--- config.mk ---
export PLATFORM = sky130hd
export DESIGN_NAME = vshift_sequencer_flat
export DESIGN_NICKNAME = d
export VERILOG_FILES = /design/src/rtl/vshift_sequencer_if.sv /design/src/rtl/vshift_sequencer.sv /design/src/flat_wrapper.sv
export SDC_FILE = /design/constraint.sdc
export NUM_CORES = 1
export LEC_CHECK = 0
export ABC_AREA = 0
export ABC_CLOCK_PERIOD_IN_PS = 2190
export CORE_AREA = 8 8 325 327
export CTS_CLUSTER_SIZE = 8
export DETAILED_ROUTE_END_ITERATION = 12
export DIE_AREA = 0 0 333 335
export SYNTH_ARGS = -nofsm -noshare
export SYNTH_HDL_FRONTEND = slang
export SYNTH_SLANG_ARGS = --single-unit
export TNS_END_PERCENT = 100
--- constraint.sdc ---
create_clock -name clk_i -period 2.19 [get_ports clk_i]
set_input_delay 0.438 -clock clk_i [delete_from_list [all_inputs] [get_ports clk_i]]
set_output_delay 0.438 -clock clk_i [all_outputs]
set_load 0.02 [all_outputs]
--- src/rtl/vshift_sequencer_if.sv ---
// -----------------------------------------------------------------------------
// vshift_sequencer_if
// Bundles every non-clock/reset signal of the vector shift sequencer: the issue
// request handshake, the VRF read port, the external shifter operands/result,
// the VRF write port and the completion pulses.
//   master : the sequencer itself (drives rd_*, shift_*, wr_*, done/err, ready)
//   slave  : the surrounding issue logic / VRF / shifter
// Signal names keep the _i/_o suffixes as seen from the sequencer.
// -----------------------------------------------------------------------------
interface vshift_sequencer_if #(
  parameter int CHUNK_W = 128
);
  // issue request
  logic               req_valid_i;
  logic               req_ready_o;
  logic [2:0]         req_vsew_i;
  logic [7:0]         req_vl_i;
  logic [3:0]         req_lmul_i;
  logic [4:0]         req_vs2_i;
  logic [4:0]         req_vs1_i;
  logic [4:0]         req_vd_i;
  // VRF read port
  logic               rd_en_o;
  logic [4:0]         rd_vs2_o;
  logic [4:0]         rd_vs1_o;
  logic [2:0]         rd_chunk_o;
  logic [CHUNK_W-1:0] rd_data_a_i;
  logic [CHUNK_W-1:0] rd_data_b_i;
  // external combinational shifter
  logic [2:0]         shift_vsew_o;
  logic [CHUNK_W-1:0] shift_a_o;
  logic [CHUNK_W-1:0] shift_b_o;
  logic [CHUNK_W-1:0] shift_s_i;
  // VRF write port
  logic                 wr_valid_o;
  logic                 wr_ready_i;
  logic [4:0]           wr_vd_o;
  logic [2:0]           wr_chunk_o;
  logic [CHUNK_W-1:0]   wr_data_o;
  logic [CHUNK_W/8-1:0] wr_be_o;
  // completion
  logic               done_o;
  logic               err_o;

  modport master (
    input  req_valid_i, req_vsew_i, req_vl_i, req_lmul_i,
    input  req_vs2_i, req_vs1_i, req_vd_i,
    output req_ready_o,
    output rd_en_o, rd_vs2_o, rd_vs1_o, rd_chunk_o,
    input  rd_data_a_i, rd_data_b_i,
    output shift_vsew_o, shift_a_o, shift_b_o,
    input  shift_s_i,
    output wr_valid_o, wr_vd_o, wr_chunk_o, wr_data_o, wr_be_o,
    input  wr_ready_i,
    output done_o, err_o
  );

  modport slave (
    output req_valid_i, req_vsew_i, req_vl_i, req_lmul_i,
    output req_vs2_i, req_vs1_i, req_vd_i,
    input  req_ready_o,
    input  rd_en_o, rd_vs2_o, rd_vs1_o, rd_chunk_o,
    output rd_data_a_i, rd_data_b_i,
    input  shift_vsew_o, shift_a_o, shift_b_o,
    output shift_s_i,
    input  wr_valid_o, wr_vd_o, wr_chunk_o, wr_data_o, wr_be_o,
    output wr_ready_i,
    input  done_o, err_o
  );
endinterface

--- src/rtl/vshift_sequencer.sv ---
// -----------------------------------------------------------------------------
// vshift_sequencer
// Walks a vector right-shift across a register group one 128-bit chunk at a
// time: read vs2/vs1 chunk, register operands for the external shifter, write
// the shifter result to vd with a tail byte mask, then pulse done.
// Ports:
//   clk_i  : clock
//   rsn_i  : asynchronous active-low reset
//   bus    : vshift_sequencer_if.master (request, VRF read, shifter, VRF write,
//            done/err)
// -----------------------------------------------------------------------------
module vshift_sequencer #(
  parameter int CHUNK_W    = 128,
  parameter int MAX_CHUNKS = 8
) (
  input  logic                clk_i,
  input  logic                rsn_i,
  vshift_sequencer_if.master  bus
);

  localparam int         NBYTES = CHUNK_W / 8;
  localparam logic [3:0] MAX_CH = 4'(MAX_CHUNKS);

  localparam logic [2:0] ST_IDLE = 3'd0;
  localparam logic [2:0] ST_RD   = 3'd1;
  localparam logic [2:0] ST_WAIT = 3'd2;
  localparam logic [2:0] ST_WR   = 3'd3;
  localparam logic [2:0] ST_DONE = 3'd4;

  logic [2:0]         state_reg, state_next;
  logic [2:0]         vsew_reg;
  logic [10:0]        vl_bytes_reg;
  logic [3:0]         nchunks_reg;
  logic [4:0]         vs2_reg, vs1_reg, vd_reg;
  logic [2:0]         chunk_reg;
  logic               err_reg;
  logic [CHUNK_W-1:0] op_a_reg, op_b_reg;

  // ---------------------------------------------------------------------------
  // Request decode, only meaningful in the accept cycle
  // ---------------------------------------------------------------------------
  logic        accept;
  logic        sew_ok;
  logic [10:0] req_vl_bytes;
  logic [7:0]  req_chunks_ceil;
  logic [3:0]  req_lmul_eff;
  logic [3:0]  req_nchunks;
  logic        last_chunk;

  assign accept = bus.req_valid_i && (state_reg == ST_IDLE);
  // SEW codes 1xx are reserved
  assign sew_ok = ~bus.req_vsew_i[2];
  // vl is at most 255 and SEW at most 8 bytes, so 11 bits never overflow
  assign req_vl_bytes = {3'b000, bus.req_vl_i} << bus.req_vsew_i[1:0];
  // ceil(bytes/16) without a carry-prone +15 adder
  assign req_chunks_ceil = {1'b0, req_vl_bytes[10:4]} + 8'(|req_vl_bytes[3:0]);

  always_comb begin
    req_lmul_eff = bus.req_lmul_i;
    if (bus.req_lmul_i == 4'd0) begin
      req_lmul_eff = 4'd1;
    end else if (bus.req_lmul_i > MAX_CH) begin
      req_lmul_eff = MAX_CH;
    end
  end

  always_comb begin
    req_nchunks = req_chunks_ceil[3:0];
    if ({4'b0000, req_lmul_eff} < req_chunks_ceil) begin
      req_nchunks = req_lmul_eff;
    end
  end

  assign last_chunk = ({1'b0, chunk_reg} == (nchunks_reg - 4'd1));

  // ---------------------------------------------------------------------------
  // FSM
  // ---------------------------------------------------------------------------
  always_comb begin
    state_next = state_reg;
    case (state_reg)
      ST_IDLE: begin
        if (accept) begin
          // invalid SEW or empty op completes without touching the VRF
          state_next = (sew_ok && (req_nchunks != 4'd0)) ? ST_RD : ST_DONE;
        end
      end
      ST_RD:   state_next = ST_WAIT;
      ST_WAIT: state_next = ST_WR;
      ST_WR: begin
        if (bus.wr_ready_i) begin
          state_next = last_chunk ? ST_DONE : ST_RD;
        end
      end
      ST_DONE: state_next = ST_IDLE;
      default: state_next = ST_IDLE;
    endcase
  end

  always_ff @(posedge clk_i or negedge rsn_i) begin
    if (!rsn_i) begin
      state_reg    <= ST_IDLE;
      vsew_reg     <= 3'd0;
      vl_bytes_reg <= 11'd0;
      nchunks_reg  <= 4'd0;
      vs2_reg      <= 5'd0;
      vs1_reg      <= 5'd0;
      vd_reg       <= 5'd0;
      chunk_reg    <= 3'd0;
      err_reg      <= 1'b0;
      op_a_reg     <= '0;
      op_b_reg     <= '0;
    end else begin
      state_reg <= state_next;
      if (accept) begin
        vsew_reg     <= bus.req_vsew_i;
        vl_bytes_reg <= req_vl_bytes;
        nchunks_reg  <= req_nchunks;
        vs2_reg      <= bus.req_vs2_i;
        vs1_reg      <= bus.req_vs1_i;
        vd_reg       <= bus.req_vd_i;
        chunk_reg    <= 3'd0;
        err_reg      <= ~sew_ok;
      end
      // read data arrives the cycle after rd_en
      if (state_reg == ST_WAIT) begin
        op_a_reg <= bus.rd_data_a_i;
        op_b_reg <= bus.rd_data_b_i;
      end
      if ((state_reg == ST_WR) && bus.wr_ready_i && !last_chunk) begin
        chunk_reg <= chunk_reg + 3'd1;
      end
    end
  end

  // ---------------------------------------------------------------------------
  // Tail byte mask: byte j of this chunk is live while its group offset < vl_bytes
  // ---------------------------------------------------------------------------
  logic [NBYTES-1:0] be;

  generate
    for (genvar gi = 0; gi < NBYTES; gi++) begin : g_be
      assign be[gi] = (({4'b0000, chunk_reg, 4'b0000} + 11'(gi)) < vl_bytes_reg);
    end
  endgenerate

  // ---------------------------------------------------------------------------
  // Outputs
  // ---------------------------------------------------------------------------
  assign bus.req_ready_o  = (state_reg == ST_IDLE);
  assign bus.rd_en_o      = (state_reg == ST_RD);
  assign bus.rd_vs2_o     = vs2_reg;
  assign bus.rd_vs1_o     = vs1_reg;
  assign bus.rd_chunk_o   = chunk_reg;
  assign bus.shift_vsew_o = vsew_reg;
  assign bus.shift_a_o    = op_a_reg;
  assign bus.shift_b_o    = op_b_reg;
  assign bus.wr_valid_o   = (state_reg == ST_WR);
  assign bus.wr_vd_o      = vd_reg;
  assign bus.wr_chunk_o   = chunk_reg;
  assign bus.wr_data_o    = bus.shift_s_i;
  assign bus.wr_be_o      = be;
  assign bus.done_o       = (state_reg == ST_DONE);
  assign bus.err_o        = (state_reg == ST_DONE) && err_reg;

endmodule

--- src/flat_wrapper.sv ---
// flat-port wrapper written by rule: the top's interface ports become plain ports
module vshift_sequencer_flat 
#(
  parameter int CHUNK_W    = 128,
  parameter int MAX_CHUNKS = 8
)
  (clk_i, rsn_i, bus_req_valid_i, bus_req_vsew_i, bus_req_vl_i, bus_req_lmul_i, bus_req_vs2_i, bus_req_vs1_i, bus_req_vd_i, bus_req_ready_o, bus_rd_en_o, bus_rd_vs2_o, bus_rd_vs1_o, bus_rd_chunk_o, bus_rd_data_a_i, bus_rd_data_b_i, bus_shift_vsew_o, bus_shift_a_o, bus_shift_b_o, bus_shift_s_i, bus_wr_valid_o, bus_wr_vd_o, bus_wr_chunk_o, bus_wr_data_o, bus_wr_be_o, bus_wr_ready_i, bus_done_o, bus_err_o);
  vshift_sequencer_if #(.CHUNK_W(CHUNK_W)) bus_i ();
  input  logic clk_i;
  input  logic rsn_i;
  input wire logic [$bits(bus_i.req_valid_i)-1:0] bus_req_valid_i;
  input wire logic [$bits(bus_i.req_vsew_i)-1:0] bus_req_vsew_i;
  input wire logic [$bits(bus_i.req_vl_i)-1:0] bus_req_vl_i;
  input wire logic [$bits(bus_i.req_lmul_i)-1:0] bus_req_lmul_i;
  input wire logic [$bits(bus_i.req_vs2_i)-1:0] bus_req_vs2_i;
  input wire logic [$bits(bus_i.req_vs1_i)-1:0] bus_req_vs1_i;
  input wire logic [$bits(bus_i.req_vd_i)-1:0] bus_req_vd_i;
  output wire logic [$bits(bus_i.req_ready_o)-1:0] bus_req_ready_o;
  output wire logic [$bits(bus_i.rd_en_o)-1:0] bus_rd_en_o;
  output wire logic [$bits(bus_i.rd_vs2_o)-1:0] bus_rd_vs2_o;
  output wire logic [$bits(bus_i.rd_vs1_o)-1:0] bus_rd_vs1_o;
  output wire logic [$bits(bus_i.rd_chunk_o)-1:0] bus_rd_chunk_o;
  input wire logic [$bits(bus_i.rd_data_a_i)-1:0] bus_rd_data_a_i;
  input wire logic [$bits(bus_i.rd_data_b_i)-1:0] bus_rd_data_b_i;
  output wire logic [$bits(bus_i.shift_vsew_o)-1:0] bus_shift_vsew_o;
  output wire logic [$bits(bus_i.shift_a_o)-1:0] bus_shift_a_o;
  output wire logic [$bits(bus_i.shift_b_o)-1:0] bus_shift_b_o;
  input wire logic [$bits(bus_i.shift_s_i)-1:0] bus_shift_s_i;
  output wire logic [$bits(bus_i.wr_valid_o)-1:0] bus_wr_valid_o;
  output wire logic [$bits(bus_i.wr_vd_o)-1:0] bus_wr_vd_o;
  output wire logic [$bits(bus_i.wr_chunk_o)-1:0] bus_wr_chunk_o;
  output wire logic [$bits(bus_i.wr_data_o)-1:0] bus_wr_data_o;
  output wire logic [$bits(bus_i.wr_be_o)-1:0] bus_wr_be_o;
  input wire logic [$bits(bus_i.wr_ready_i)-1:0] bus_wr_ready_i;
  output wire logic [$bits(bus_i.done_o)-1:0] bus_done_o;
  output wire logic [$bits(bus_i.err_o)-1:0] bus_err_o;
  assign bus_i.req_valid_i = bus_req_valid_i;
  assign bus_i.req_vsew_i = bus_req_vsew_i;
  assign bus_i.req_vl_i = bus_req_vl_i;
  assign bus_i.req_lmul_i = bus_req_lmul_i;
  assign bus_i.req_vs2_i = bus_req_vs2_i;
  assign bus_i.req_vs1_i = bus_req_vs1_i;
  assign bus_i.req_vd_i = bus_req_vd_i;
  assign bus_req_ready_o = bus_i.req_ready_o;
  assign bus_rd_en_o = bus_i.rd_en_o;
  assign bus_rd_vs2_o = bus_i.rd_vs2_o;
  assign bus_rd_vs1_o = bus_i.rd_vs1_o;
  assign bus_rd_chunk_o = bus_i.rd_chunk_o;
  assign bus_i.rd_data_a_i = bus_rd_data_a_i;
  assign bus_i.rd_data_b_i = bus_rd_data_b_i;
  assign bus_shift_vsew_o = bus_i.shift_vsew_o;
  assign bus_shift_a_o = bus_i.shift_a_o;
  assign bus_shift_b_o = bus_i.shift_b_o;
  assign bus_i.shift_s_i = bus_shift_s_i;
  assign bus_wr_valid_o = bus_i.wr_valid_o;
  assign bus_wr_vd_o = bus_i.wr_vd_o;
  assign bus_wr_chunk_o = bus_i.wr_chunk_o;
  assign bus_wr_data_o = bus_i.wr_data_o;
  assign bus_wr_be_o = bus_i.wr_be_o;
  assign bus_i.wr_ready_i = bus_wr_ready_i;
  assign bus_done_o = bus_i.done_o;
  assign bus_err_o = bus_i.err_o;
  vshift_sequencer #(.CHUNK_W(CHUNK_W), .MAX_CHUNKS(MAX_CHUNKS)) u_core (.clk_i(clk_i), .rsn_i(rsn_i), .bus(bus_i));
endmodule
==> results.py <==
metrics = {
    "setup_path": {
        "cp.required_ns": 1.75,
        "cp-end-kind": "primary output",
        "cp-start-kind": "register",
        "cp_slowest_cell": "dfrtp_1",
        "crit_chain": "nor4_2 -> buf_4 -> and4_4 -> nor2b_4 -> or2_4 -> buf_8 -> a21oi_4 -> buf_6",
        "slowest_delay_ns": 0.39,
        "cp.arrival_ns": 2.33,
        "path_class": "register to primary output",
        "worst-path-max-fanout": 4,
    },
    "routing": {
        "dr.pass1.iters": 4,
        "routed_wl_mm": 54.23,
        "drc": 0,
        "wl_per_cell_um": 19.08,
        "drtAntennaViolNets": 0,
        "vias": 9670,
        "viasPerCell": 3.401,
        "dr.first_iter.drc_count": 244,
    },
    "place": {
        "dp_hpwl_mm": 43.80,
        "gp_congestion": 0.7706,
        "place_ws_ns": -1.511,
        "dp.cells": 2761,
        "portBuffers": 590,
        "post_dp_cell_area_um2": 20190,
    },
    "clocking": {
        "cts_tree": "done",
        "htree_levels": 2,
        "clock_latency_ns": 0.59,
        "clock_path_buffers": 3,
        "clock_sinks": 295,
        "clk_pin_slew_worst_paths_ns": 0.05,
        "cts-root-buf": "clkbuf_16",
        "cts_made_buffers": 44,
    },
    "synthesis": {
        "syn_nets": 1380,
        "yosysWarnings": 0,
        "yosys.area.top_type": "dfrtp_1",
        "yosysTopAreaCellShare": 0.5771,
        "ys.flop_type": "dfrtp_1",
        "synth-edff-count": 0,
        "synthesis.area_um2": 12790,
        "synth-async-reset-ratio": 1.000,
        "synth-seq-area-share": 0.5771,
        "syn_avg_cell_area_um2": 13.45,
        "synthCells": 951,
        "synth_area_leaders": "dfrtp_1 58%, mux2_2 23%, buf_4 7.7%",
        "synth.most_common_cell": "dfrtp_1",
        "ys_top_cells_by_count": "295 x dfrtp_1, 259 x mux2_2, 132 x buf_4",
        "ys_seq_elements": 295,
        "synth_cell_types": 47,
    },
    "pwr": {
        "p_total_mw": 35.23,
        "swShare": 0.3789,
        "pwr-share-clk": 0.180,
        "p_int_mw": 21.88,
        "p_sw_mw": 13.35,
        "seq_power_share": 0.280,
        "power.density_nw_per_um2": 1620,
        "power_leakage_nw": 8.717,
        "ir_drop_v": 0.0008672,
        "comb_power_share": 0.540,
    },
    "timing": {
        "slew_violations": 0,
        "tns_ns": -9.618,
        "timing.final.crit_share": 1.265,
        "worst_slack_ns": -0.5806,
        "fin_hold_ws_ns": 0.3220,
        "setup_viol_count_final": 22,
        "skew_ns": 0.01976,
        "layout_min_cycle_time_ns": 2.771,
        "worst_pin_slew_ns": 0.5565,
        "maxSlewHeadroom": 0.6251,
        "finalHoldViolations": 0,
        "rsz0062_at_grt": "yes",
        "clock.fmax_ghz": 0.3609,
    },
    "layout": {
        "post-route-util": 0.2159,
        "final_area_um2": 21740,
        "layout-drive-gt1-share": 0.3261,
        "area_growth_syn_to_layout_pct": 69.98,
        "nNetsFinal": 1940,
        "instances_no_fill": 2843,
    },
    "run_status": {
        "outcome": "finished with violations",
        "violations": "setup timing",
    },
    "die": {
        "rows": 117,
        "initial_utilization": 0.1270,
        "coreArea_um2": 100700,
        "die_w_um": 333,
        "dieHeight_um": 335,
        "io_pins": 847,
        "dieArea_um2": 111600,
    },
    "grt": {
        "first_global_vias": 10776,
        "grtUsageTotal": 0.09307,
        "grt_pass1_wl_mm": 77.15,
        "grt-ovfl-total": 0,
        "grt_max_degree": 69,
        "grt_antenna_before_repair": 35,
    },
    "worst_hold_path": {
        "hp-class": "primary input to register",
    },
    "run": {
        "cap_violations": 0,
    },
}
what timing repair did:
action / CTS / global route
resized for setup: 163 / 18
endpoints found under the setup margin: 55 / 23
buffers inserted: 11 / 3
hold buffers: 1 / 0
hold endpoints to repair: 60 / 0
pin swaps: 28 / 8
path summary, 6_finish.rpt:
path,startpoint,endpoint,slack (ns),cells past startpoint
worst max-delay path,u_core.vl_bytes_reg[10]$_DFFE_PN0P_,bus_wr_be_o[9],-0.58,8
worst min-delay path,bus_req_vsew_i[0],u_core.vl_bytes_reg[0]$_DFFE_PN0P_,0.32,4
worst max register to register,u_core.nchunks_reg[0]$_DFFE_PN0P_,u_core.state_reg[2]$_DFFE_PN0P_,0.21,6
worst min register to register,u_core.bus.rd_vs1_o[3]$_DFFE_PN0P_,u_core.bus.rd_vs1_o[3]$_DFFE_PN0P_,0.47,2
max in group asynchronous,rsn_i,u_core.bus.rd_chunk_o[1]$_DFFE_PN0P_,1.12,3
min in group asynchronous,rsn_i,u_core.bus.shift_b_o[8]$_DFFE_PN0N_,0.35,2
layout make-up:
class / instances / area (µm²)
diodes: 13 / 32.53
flip-flops and latches: 295 / 7388
fillers: 10820 / 78970
well taps: 1309 / 1638
repair buffers: 690 / 6897
inverters: 17 / 63.81
clock inverters: 5 / 90.09
clock buffers: 51 / 1137
multi-input cells: 463 / 4496
power by group through the flow:
stage | Clock, mW | Sequential (mW) | Combinational, mW
after global routing | 6.85 | 10.3 | 20.2
after detailed placement | 0 | 9.95 | 19.1
after global placement | 0 | 9.86 | 19.0
after CTS | 6.68 | 9.91 | 19.3
final | 6.34 | 9.86 | 19.0
after floorplan | 0 | 13.0 | 6.58
cells by family after synthesis:
family | count (synthesis) | synth area share
fa+ha+maj | 11 | 0.01076
flops | 295 | 0.5771
buf+inv | 193 | 0.09664
xor+xnor | 4 | 0.002739
compound gates | 59 | 0.02964
simple gates | 117 | 0.04138
mux | 272 | 0.2417
critical path, delay by kind of cell, from the launching register on:
| kind | cells | cell delay [ns] |
|---|---|---|
| compound gates | 1 | 0.04 |
| simple gates | 4 | 0.87 |
| buf+inv | 3 | 0.46 |
| flops | 1 | 0.39 |
routing by layer:
metal | global-route usage | vias up | wire (µm)
li1 | - | 4290 | -
met5 | 0 | - | 294
met4 | 0.05371 | 46 | 3110
met2 | 0.1509 | 480 | 25150
met1 | 0.09056 | 4654 | 18570
met3 | 0.05829 | 200 | 7102
placed cells by master (no fill, tap or decap), types with 8 or more instances in the layout:
cell / count
clkdlybuf4s50_1: 530
dfrtp_1: 290
mux2_2: 259
buf_4: 76
nand2_1: 68
clkbuf_16: 44
dlygate4sd2_1: 31
buf_12: 20
buf_6: 18
diode_2: 13
o21ai_0: 12
nor2_1: 11
inv_1: 11
a21oi_2: 10
mux2i_1: 8
a21oi_4: 8
Power figures use the tool's default switching activity.
